**src/rtl/bp_fe_lce_req_mshr.sv**
```systemverilog
// Front-end LCE request MSHR: tracks outstanding miss / uncached requests from issue through ack.
// Optional blocked-cycle timeout enabled by defining BP_FE_LCE_REQ_TIMEOUT_EN.
module bp_fe_lce_req_mshr #(
  parameter int unsigned num_mshr_p           = 2,
  parameter int unsigned paddr_width_p        = 40,
  parameter int unsigned lce_id_width_p       = 4,
  parameter int unsigned way_width_p          = 3,
  parameter int unsigned dword_width_p        = 64,
  parameter int unsigned block_offset_width_p = 6,
  parameter int unsigned timeout_max_limit_p  = 4,
  localparam int unsigned IdW = (num_mshr_p > 1) ? $clog2(num_mshr_p) : 1
) (
  input  logic                      clk_i,
  input  logic                      reset_n_i,
  input  logic [lce_id_width_p-1:0] lce_id_i,

  input  logic                      cache_req_v_i,
  output logic                      cache_req_ready_o,
  input  logic [1:0]                cache_req_type_i,
  input  logic [paddr_width_p-1:0]  cache_req_addr_i,
  input  logic [way_width_p-1:0]    cache_req_way_i,
  input  logic [dword_width_p-1:0]  cache_req_data_i,

  output logic                      lce_req_v_o,
  input  logic                      lce_req_ready_i,
  output logic [1:0]                lce_req_type_o,
  output logic [paddr_width_p-1:0]  lce_req_addr_o,
  output logic [way_width_p-1:0]    lce_req_way_o,
  output logic [dword_width_p-1:0]  lce_req_data_o,
  output logic [IdW-1:0]            lce_req_id_o,
  output logic [lce_id_width_p-1:0] lce_req_src_o,

  input  logic                      data_rcv_v_i,
  input  logic [IdW-1:0]            data_rcv_id_i,
  input  logic                      set_tag_rcv_v_i,
  input  logic [IdW-1:0]            set_tag_rcv_id_i,
  input  logic                      uc_done_v_i,
  input  logic [IdW-1:0]            uc_done_id_i,

  output logic                      lce_resp_v_o,
  input  logic                      lce_resp_yumi_i,
  output logic [paddr_width_p-1:0]  lce_resp_addr_o,

  input  logic                      coherence_blocked_i,
  output logic                      mshr_empty_o
);

  typedef enum logic [1:0] {StFree, StSend, StWait, StAck} ent_state_e;
  localparam logic [1:0] ReqMiss    = 2'd0;
  localparam logic [1:0] ReqUcLoad  = 2'd1;
  localparam logic [1:0] ReqUcStore = 2'd2;
  localparam logic [1:0] ReqRsvd    = 2'd3;
  localparam int unsigned TagW = paddr_width_p - block_offset_width_p;

  ent_state_e                state_q [num_mshr_p];
  ent_state_e                state_d [num_mshr_p];
  logic [num_mshr_p-1:0]     data_r_q, data_r_d, tag_r_q, tag_r_d;
  logic [1:0]                type_q  [num_mshr_p];
  logic [paddr_width_p-1:0]  addr_q  [num_mshr_p];
  logic [way_width_p-1:0]    way_q   [num_mshr_p];
  logic [dword_width_p-1:0]  wdata_q [num_mshr_p];

  logic           free_found, send_found, ack_found, dup_hit, timeout_active;
  logic [IdW-1:0] free_idx, send_idx, ack_idx;
  logic           alloc, req_fire, resp_fire;

`ifdef BP_FE_LCE_REQ_TIMEOUT_EN
  localparam int unsigned CntW = $clog2(timeout_max_limit_p + 1);
  logic [CntW-1:0] timeout_cnt_q, timeout_cnt_d;

  // Saturates at the limit so the block persists for as long as starvation does.
  always_comb begin
    timeout_cnt_d = '0;
    if (coherence_blocked_i) begin
      timeout_cnt_d = (timeout_cnt_q == CntW'(timeout_max_limit_p)) ? timeout_cnt_q
                                                                    : timeout_cnt_q + 1'b1;
    end
    timeout_active = coherence_blocked_i
                     && ((int'(timeout_cnt_q) + 1) >= int'(timeout_max_limit_p));
  end

  always_ff @(posedge clk_i) begin
    if (!reset_n_i) timeout_cnt_q <= '0;
    else            timeout_cnt_q <= timeout_cnt_d;
  end
`else
  logic unused_coherence_blocked;
  assign unused_coherence_blocked = coherence_blocked_i;
  assign timeout_active = 1'b0;
`endif

  // Lowest-index search: scanning downwards lets the last hit win.
  always_comb begin
    free_found = 1'b0;
    send_found = 1'b0;
    ack_found  = 1'b0;
    dup_hit    = 1'b0;
    free_idx   = '0;
    send_idx   = '0;
    ack_idx    = '0;
    for (int i = int'(num_mshr_p) - 1; i >= 0; i--) begin
      if (state_q[i] == StFree) begin
        free_found = 1'b1;
        free_idx   = IdW'(i);
      end
      if (state_q[i] == StSend) begin
        send_found = 1'b1;
        send_idx   = IdW'(i);
      end
      if (state_q[i] == StAck) begin
        ack_found = 1'b1;
        ack_idx   = IdW'(i);
      end
      if ((state_q[i] != StFree) && (addr_q[i][paddr_width_p-1 -: TagW]
                                     == cache_req_addr_i[paddr_width_p-1 -: TagW])) begin
        dup_hit = 1'b1;
      end
    end
  end

  // Output process.
  always_comb begin
    cache_req_ready_o = reset_n_i & free_found & ~dup_hit & ~timeout_active;
    lce_req_v_o       = reset_n_i & send_found;
    lce_req_id_o      = send_idx;
    lce_req_type_o    = type_q[send_idx];
    lce_req_way_o     = way_q[send_idx];
    lce_req_src_o     = lce_id_i;
    lce_req_addr_o    = addr_q[send_idx];
    if (type_q[send_idx] == ReqUcLoad) lce_req_addr_o[2:0] = 3'b000;
    lce_req_data_o    = (type_q[send_idx] == ReqUcStore) ? wdata_q[send_idx] : '0;
    lce_resp_v_o      = reset_n_i & ack_found;
    lce_resp_addr_o   = addr_q[ack_idx];
    mshr_empty_o      = 1'b1;
    for (int i = 0; i < int'(num_mshr_p); i++) begin
      if (state_q[i] != StFree) mshr_empty_o = 1'b0;
    end
  end

  assign alloc     = cache_req_v_i & cache_req_ready_o & (cache_req_type_i != ReqRsvd);
  assign req_fire  = lce_req_v_o & lce_req_ready_i;
  assign resp_fire = lce_resp_v_o & lce_resp_yumi_i;

  // Next-state process; each event only acts on an entry in its own state.
  always_comb begin
    for (int i = 0; i < int'(num_mshr_p); i++) begin
      state_d[i]  = state_q[i];
      data_r_d[i] = data_r_q[i];
      tag_r_d[i]  = tag_r_q[i];
      unique case (state_q[i])
        StFree: if (alloc && (free_idx == IdW'(i))) begin
          state_d[i]  = StSend;
          data_r_d[i] = 1'b0;
          tag_r_d[i]  = 1'b0;
        end
        StSend: if (req_fire && (send_idx == IdW'(i))) state_d[i] = StWait;
        StWait: begin
          if (type_q[i] == ReqMiss) begin
            data_r_d[i] = data_r_q[i] | (data_rcv_v_i && (data_rcv_id_i == IdW'(i)));
            tag_r_d[i]  = tag_r_q[i] | (set_tag_rcv_v_i && (set_tag_rcv_id_i == IdW'(i)));
            if (data_r_d[i] && tag_r_d[i]) state_d[i] = StAck;
          end else if (uc_done_v_i && (uc_done_id_i == IdW'(i))) begin
            state_d[i] = StFree;
          end
        end
        StAck: if (resp_fire && (ack_idx == IdW'(i))) state_d[i] = StFree;
        default: state_d[i] = StFree;
      endcase
    end
  end

  // State register.
  always_ff @(posedge clk_i) begin
    if (!reset_n_i) begin
      for (int i = 0; i < int'(num_mshr_p); i++) state_q[i] <= StFree;
      data_r_q <= '0;
      tag_r_q  <= '0;
    end else begin
      for (int i = 0; i < int'(num_mshr_p); i++) state_q[i] <= state_d[i];
      data_r_q <= data_r_d;
      tag_r_q  <= tag_r_d;
    end
  end

  // Payload is only meaningful while the entry is not FREE, so it needs no reset.
  always_ff @(posedge clk_i) begin
    for (int i = 0; i < int'(num_mshr_p); i++) begin
      if (alloc && (free_idx == IdW'(i))) begin
        type_q[i]  <= cache_req_type_i;
        addr_q[i]  <= cache_req_addr_i;
        way_q[i]   <= cache_req_way_i;
        wdata_q[i] <= cache_req_data_i;
      end
    end
  end

endmodule

```
**config.mk**
```make
export PLATFORM = sky130hd
export DESIGN_NAME = bp_fe_lce_req_mshr
export DESIGN_NICKNAME = d
export VERILOG_FILES = /design/src/rtl/bp_fe_lce_req_mshr.sv
export SDC_FILE = /design/constraint.sdc
export NUM_CORES = 1
export LEC_CHECK = 0
export BUFFER_PORTS_ARGS = -buffer_cell sky130_fd_sc_hd__buf_2
export CORE_MARGIN = 2
export CORE_UTILIZATION = 40
export CTS_CLUSTER_SIZE = 14
export DETAILED_ROUTE_END_ITERATION = 7
export PLACE_DENSITY = 0.67
export SLEW_MARGIN = 15
export SYNTH_ARGS = -nofsm -noshare
export SYNTH_HDL_FRONTEND = slang
export SYNTH_SLANG_ARGS = --single-unit
export TNS_END_PERCENT = 5
```
**constraint.sdc**
```tcl
create_clock -name clk_i -period 9.97 [get_ports clk_i]
set_clock_uncertainty 0.15 [all_clocks]
set_input_delay 0.997 -clock clk_i [delete_from_list [all_inputs] [get_ports clk_i]]
set_output_delay 0.997 -clock clk_i [all_outputs]
set_load 0.05 [all_outputs]
```
# --- Yosys cells after proc, flatten, opt, wreduce, memory -nomap -nowiden ---
# Memories as Yosys holds them, arrays and structs flattened.
# Index checks and enable logic that the tools add are counted.
word_totals:
  reg_bits: 4
  in_bits: 125
  elab_cells: 134
  ram_bits: 222
  memories: 5
mem_list:
  columns: ["name", "words", "word_bits", "rd", "rd_clocked_by_memory_dff", "wr", "line", "rtl"]
  rows:
  - ["wdata_q", 2, 64, 1, 0, 1, "61", "logic [dword_width_p-1:0] wdata_q [num_mshr_p];"]
  - ["addr_q", 2, 40, 4, 0, 1, "59", "logic [paddr_width_p-1:0] addr_q [num_mshr_p];"]
  - ["way_q", 2, 3, 1, 0, 1, "60", "logic [way_width_p-1:0] way_q [num_mshr_p];"]
  - ["state_q", 2, 2, 2, 0, 2, "55", "ent_state_e state_q [num_mshr_p];"]
  - ["type_q", 2, 2, 3, 0, 1, "58", "logic [1:0] type_q [num_mshr_p];"]
classes:
  eq_ne: 15
  reduce_logical: 30
  n_mux: 59
  bitwise_logic: 21
ops:
  columns: ["operator", "count"]
  rows:
  - ["64-bit 2-to-1 mux", 2]
  - ["34-bit equality test", 2]
  - ["64-bit OR reduction", 1]
  - ["40-bit 2-to-1 mux", 1]
  - ["40-bit OR reduction", 1]
  - ["1-bit 2-to-1 mux", 33]
  - ["2-bit 2-to-1 mux", 15]
  - ["1-bit logical AND", 16]
  - ["2-bit case mux with 4 select lines", 2]
  - ["2-bit equality test, second input constant", 5]
  - ["1-bit AND", 8]
  - ["2-bit zero test", 4]
  - ["1-bit case mux with 2 select lines", 4]
  - ["2-bit nonzero test", 4]
  - ["1-bit NOT", 7]
  - ["2-bit by 1-bit equality test with 1-bit output, second input constant", 3]
  - ["3-bit 2-to-1 mux", 2]
  - ["2-bit inequality test, second input constant", 3]
  - ["1-bit bitwise OR", 6]
  - ["3-bit AND reduction", 2]
  - ["2-bit by 1-bit inequality test with 1-bit output, second input constant", 2]
  - ["3-bit OR reduction", 1]
  - ["2-bit OR reduction", 1]

# --- Logic depth before layout (Yosys ltp) ---
# An unclocked memory read counts as a cell.
logic_depth:
  depth_word: 14
  depth_mapped: 10
  ltp_nobuf: 8

# --- Worst setup path before layout ---
# Ideal clock, no wire load.
synth_path:
  kind: "input-to-reg"
  startpoint: "input cache_req_addr_i[36]"
  endpoint: "memory addr_q[1][0] (enable)"
  cell_stages: 5
  arrival_time_ns: 8.977
  setup_ns: 0.718
  setup_slack_ns: 0.125
  cell_sequence: "xor2_1 > nor4_1 > nand4_1 > nor3_4 > nor3_1"
synth_between:
  elab_chain_len: 13
  elab_cells_between_ends: 19
synth_lines:
  columns: ["item", "line", "rtl"]
  rows:
  - ["start: declaration", "20", "input logic [paddr_width_p-1:0] cache_req_addr_i,"]
  - ["34-bit equality test", "115", "== cache_req_addr_i[paddr_width_p-1 -: TagW])) begin"]
  - ["1-bit logical AND", "114", "if ((state_q[i] != StFree) && (addr_q[i][paddr_width_p-1 -: TagW]"]
  - ["1-bit 2-to-1 mux", "114", null]
  - ["1-bit 2-to-1 mux *", "114", null]
  - ["1-bit NOT *", "123", "cache_req_ready_o = reset_n_i & free_found & ~dup_hit & ~timeout_active;"]
  - ["1-bit AND *", "123", null]
  - ["1-bit AND * (2 in series)", "140", "assign alloc = cache_req_v_i & cache_req_ready_o & (cache_req_type_i != ReqRsvd);"]
  - ["1-bit logical AND", "188", "if (alloc && (free_idx == IdW'(i))) begin"]
  - ["1-bit 2-to-1 mux", "188", null]
  - ["1-bit 2-to-1 mux (not written as such)", "190", "addr_q[i] <= cache_req_addr_i;"]
  - ["40-bit OR reduction (no source line)", null, null]
  - ["1-bit 2-to-1 mux (no source line)", null, null]
  - ["end: declaration", "59", null]
# Mark *: on every way between the ends. The rest lies on a longest branch, timed or not.

==> results.md <==
- GPL Wtd Cong: 0.859
- GRT Residual Overflow: 0
- Sequential fraction of the synthesis area: 67.5%
- Setup Buffers After CTS: 0
- DIE WIDTH: 162 um
- Max Fclk: 0.194 GHz
- Place WS: 5.24 ns
- CP bufs+invs: 4
- Yosys warning count: 0
- Critical path peak fanout: 61
- Final worst slack: 4.83 ns
- # IOs: 283
- Yosys top cell area share: 65.9%
- Routed WL: 25.8 mm
- First-iteration detailed-routing DRC count: 580
- Main synth FF type: edfxtp_1
- Static leakage: 5.04 nW
- Initial antenna violation count: 1
- Share of cells above drive strength 1: 33.4%
- Syn Inst Count: 810
- Slowest cell delay on critical path: 0.70 ns
- Clock Path Buffers: 3
- Top cells by area in the synthesized netlist: edfxtp_1 (66%), nand2_1 (10%), xor2_1 (5.7%), mux2_2 (4.5%), a21oi_1 (3.7%)
- DRC Markers: 0
- Avg Cell Area, Syn: 12.3 um^2
- CTS tree: yes
- Final instance area: 12,400 um^2
- Slew Limit Fails: 0
- CTS buffer count: 24
- Post-synth ARST share: 0%
- CORE AREA: 24,300 um^2
- Number of synthesized flops with an enable pin: 218
- Hold-fix buffer count after cts: 0
- FILL cells: 2,174
- Row count: 57
- P&R area growth vs syn: 24.4%
- Worst Setup Start Kind: register
- RSZ-0062 raised after global routing: false
- Rel. slew slack: 36.8%
- DR pass1 iterations: 6
- Peak VDD IR: 166 uV
- Cell family with the largest share of critical-path delay: buffers and inverters
- Root buffer cell: clkbuf_16
- GRT Total Usage: 19.0%
- Mapped Area: 9930 um^2
- Vias in the first global route: 7,022
- Maxcap violations: 0
- Critical path class: reg2out
- PD cells: 240 nW/um^2
- Final setup viols: 0
- Slowest-stage cell, CP: inv_4
- First-pass GRT wire length: 38.8 mm
- Largest net degree at the start of global routing: 68
- Worst-Skew Late Latency: 0.51 ns
- Hold WC Path Type: reg2reg
- Worst Path Required: 8.82 ns
- Final hold vios: 0
- Final ANT Viol Nets: 0
- H-tree levels: 1
- Crit. End Element: output pin
- CTS resizes: 0
- Distinct cells, synth: 42
- Vert. Die Dim: 162 um
- Status: completed
- Non-Filler Instances: 1,419
- Post-DP Area: 11,600 um^2
- Drt wl/cell: 18.2 um
- Worst-Margin Slew: 0.948 ns
- Post-route minimum period: 5.14 ns
- Via count: 7,187
- Starting density of the core: 40.8%
- Clock Pin Slew Worst Setup and Hold Paths: 0.06 ns
- Post-route clock period utilization: 51.6%
- TNS Setup: 0 ns
- Die area: 26,100 um^2
- Mapped Nets: 939
- Top cells by count, synth: nand2_1 (264), edfxtp_1 (218), a21oi_1 (73), xor2_1 (65), mux2_2 (40)
- Seq cells post-synth: 226
- Synth area leader: edfxtp_1
- Placed Instances: 1,374
- Clk sink count: 226
- Critical Path AT: 4.00 ns
- Critical-path cell list: inv_1 > ha_1 > nand2b_4 > inv_4 > mux2i_1 > nand2_2 > buf_4 > a21oi_1 > buf_2
- Most common cell in the netlist: nand2_1
- Vias per std cell: 5.06
- IO buf count: 273
- Post-DP HPWL: 16.7 mm
- Final nets: 1,205
- Final Util: 50.8%
[layer usage]
layer  up-vias  part of all wire (%)  GRT usage [%]
met1      3483                    41           24.8
met4         0                   2.0           5.07
li1       3401                     -              -
met2       253                    49           31.4
met5         -                     0              0
met3        50                   8.0           5.01
[area by class of cell]
cell class,instances,area [um^2],share of cell area [%]
Antenna cell,1,2.50,0.0203
Clock buffer,28,637,5.15
Clock inverter,16,123,0.993
Inverter,8,35.0,0.284
Multi-Input combinational cell,536,3030,24.5
Sequential cell,226,6710,54.3
Tap cell,324,405,3.28
Timing Repair Buffer,280,1420,11.5
[worst register-to-register path, cell delays in order (launching register included)]
cell,delay [ns]
edfxtp_1,0.42
xor2_1,0.28
nor4_1,0.10
nand3_1,0.23
nor3_4,0.10
or2_2,0.33
inv_4,0.57
buf_4,0.73
[final timing paths]
| path | startpoint | to | slack [ns] | depth (start not counted) |
|---|---|---|---|---|
| max | state_q[0][1] | lce_req_data_o[14] | 4.83 | 9 |
| min | data_r_q[0] | data_r_q[0] | 0.38 | 1 |
| min reg2reg | data_r_q[0] | data_r_q[0] | 0.38 | 1 |
| max reg2reg | addr_q[1][38] | wdata_q[0][63] | 6.60 | 7 |
[cell usage in the layout, fill, tap and decap left out, drive strengths merged, types with 2 or more instances in the layout]
cell,instances
nor4,23
nand2b,3
o31ai,2
nor3,5
xor2,65
o221a,3
or2,2
ha,4
edfxtp,218
buf,280
nand4,4
nor2,9
xnor2,3
bufinv,2
inv,8
a31oi,2
a21oi,73
mux2,40
clkinv,13
nor3b,2
nand2,264
clkbuf,28
nor2b,5
nand3,5
o21ai,6
dfxtp,8
o21a,2
a21boi,2
[per-stage QoR]
stage	power (mW)	hold WS, ns
final	2.96	0.375
after global routing	3.09	0.399
after CTS	2.99	0.378
after detailed placement	2.13	0.359
after global placement	2.12	0.363
after floorplan	1.89	0.342
[where the power goes]
part / leakage, nW / switching [mW] / internal [mW]
clock: 0.372 / 0.353 / 0.505
combinational: 2.61 / 0.726 / 0.199
sequential: 2.06 / 0.0356 / 1.15
[state kept, by name, indices dropped and copies added, names as in the netlist]
name      count
tag_r_q       2
wdata_q     128
way_q         6
data_r_q      2
state_q       4
type_q        4
addr_q       80
[cell families after synthesis]
kind of cell	count (synthesis)	synth area share, %
AOI/OAI and AO/OA	98	5.54
muxes	41	4.64
and+or+nand+nor	325	13.6
DFF	226	67.5
buffers and inverters	48	2.15
xor gates and xnor gates	68	6.00
adders and majority gates	4	0.504
No activity file was read; power rests on OpenSTA's default activity.
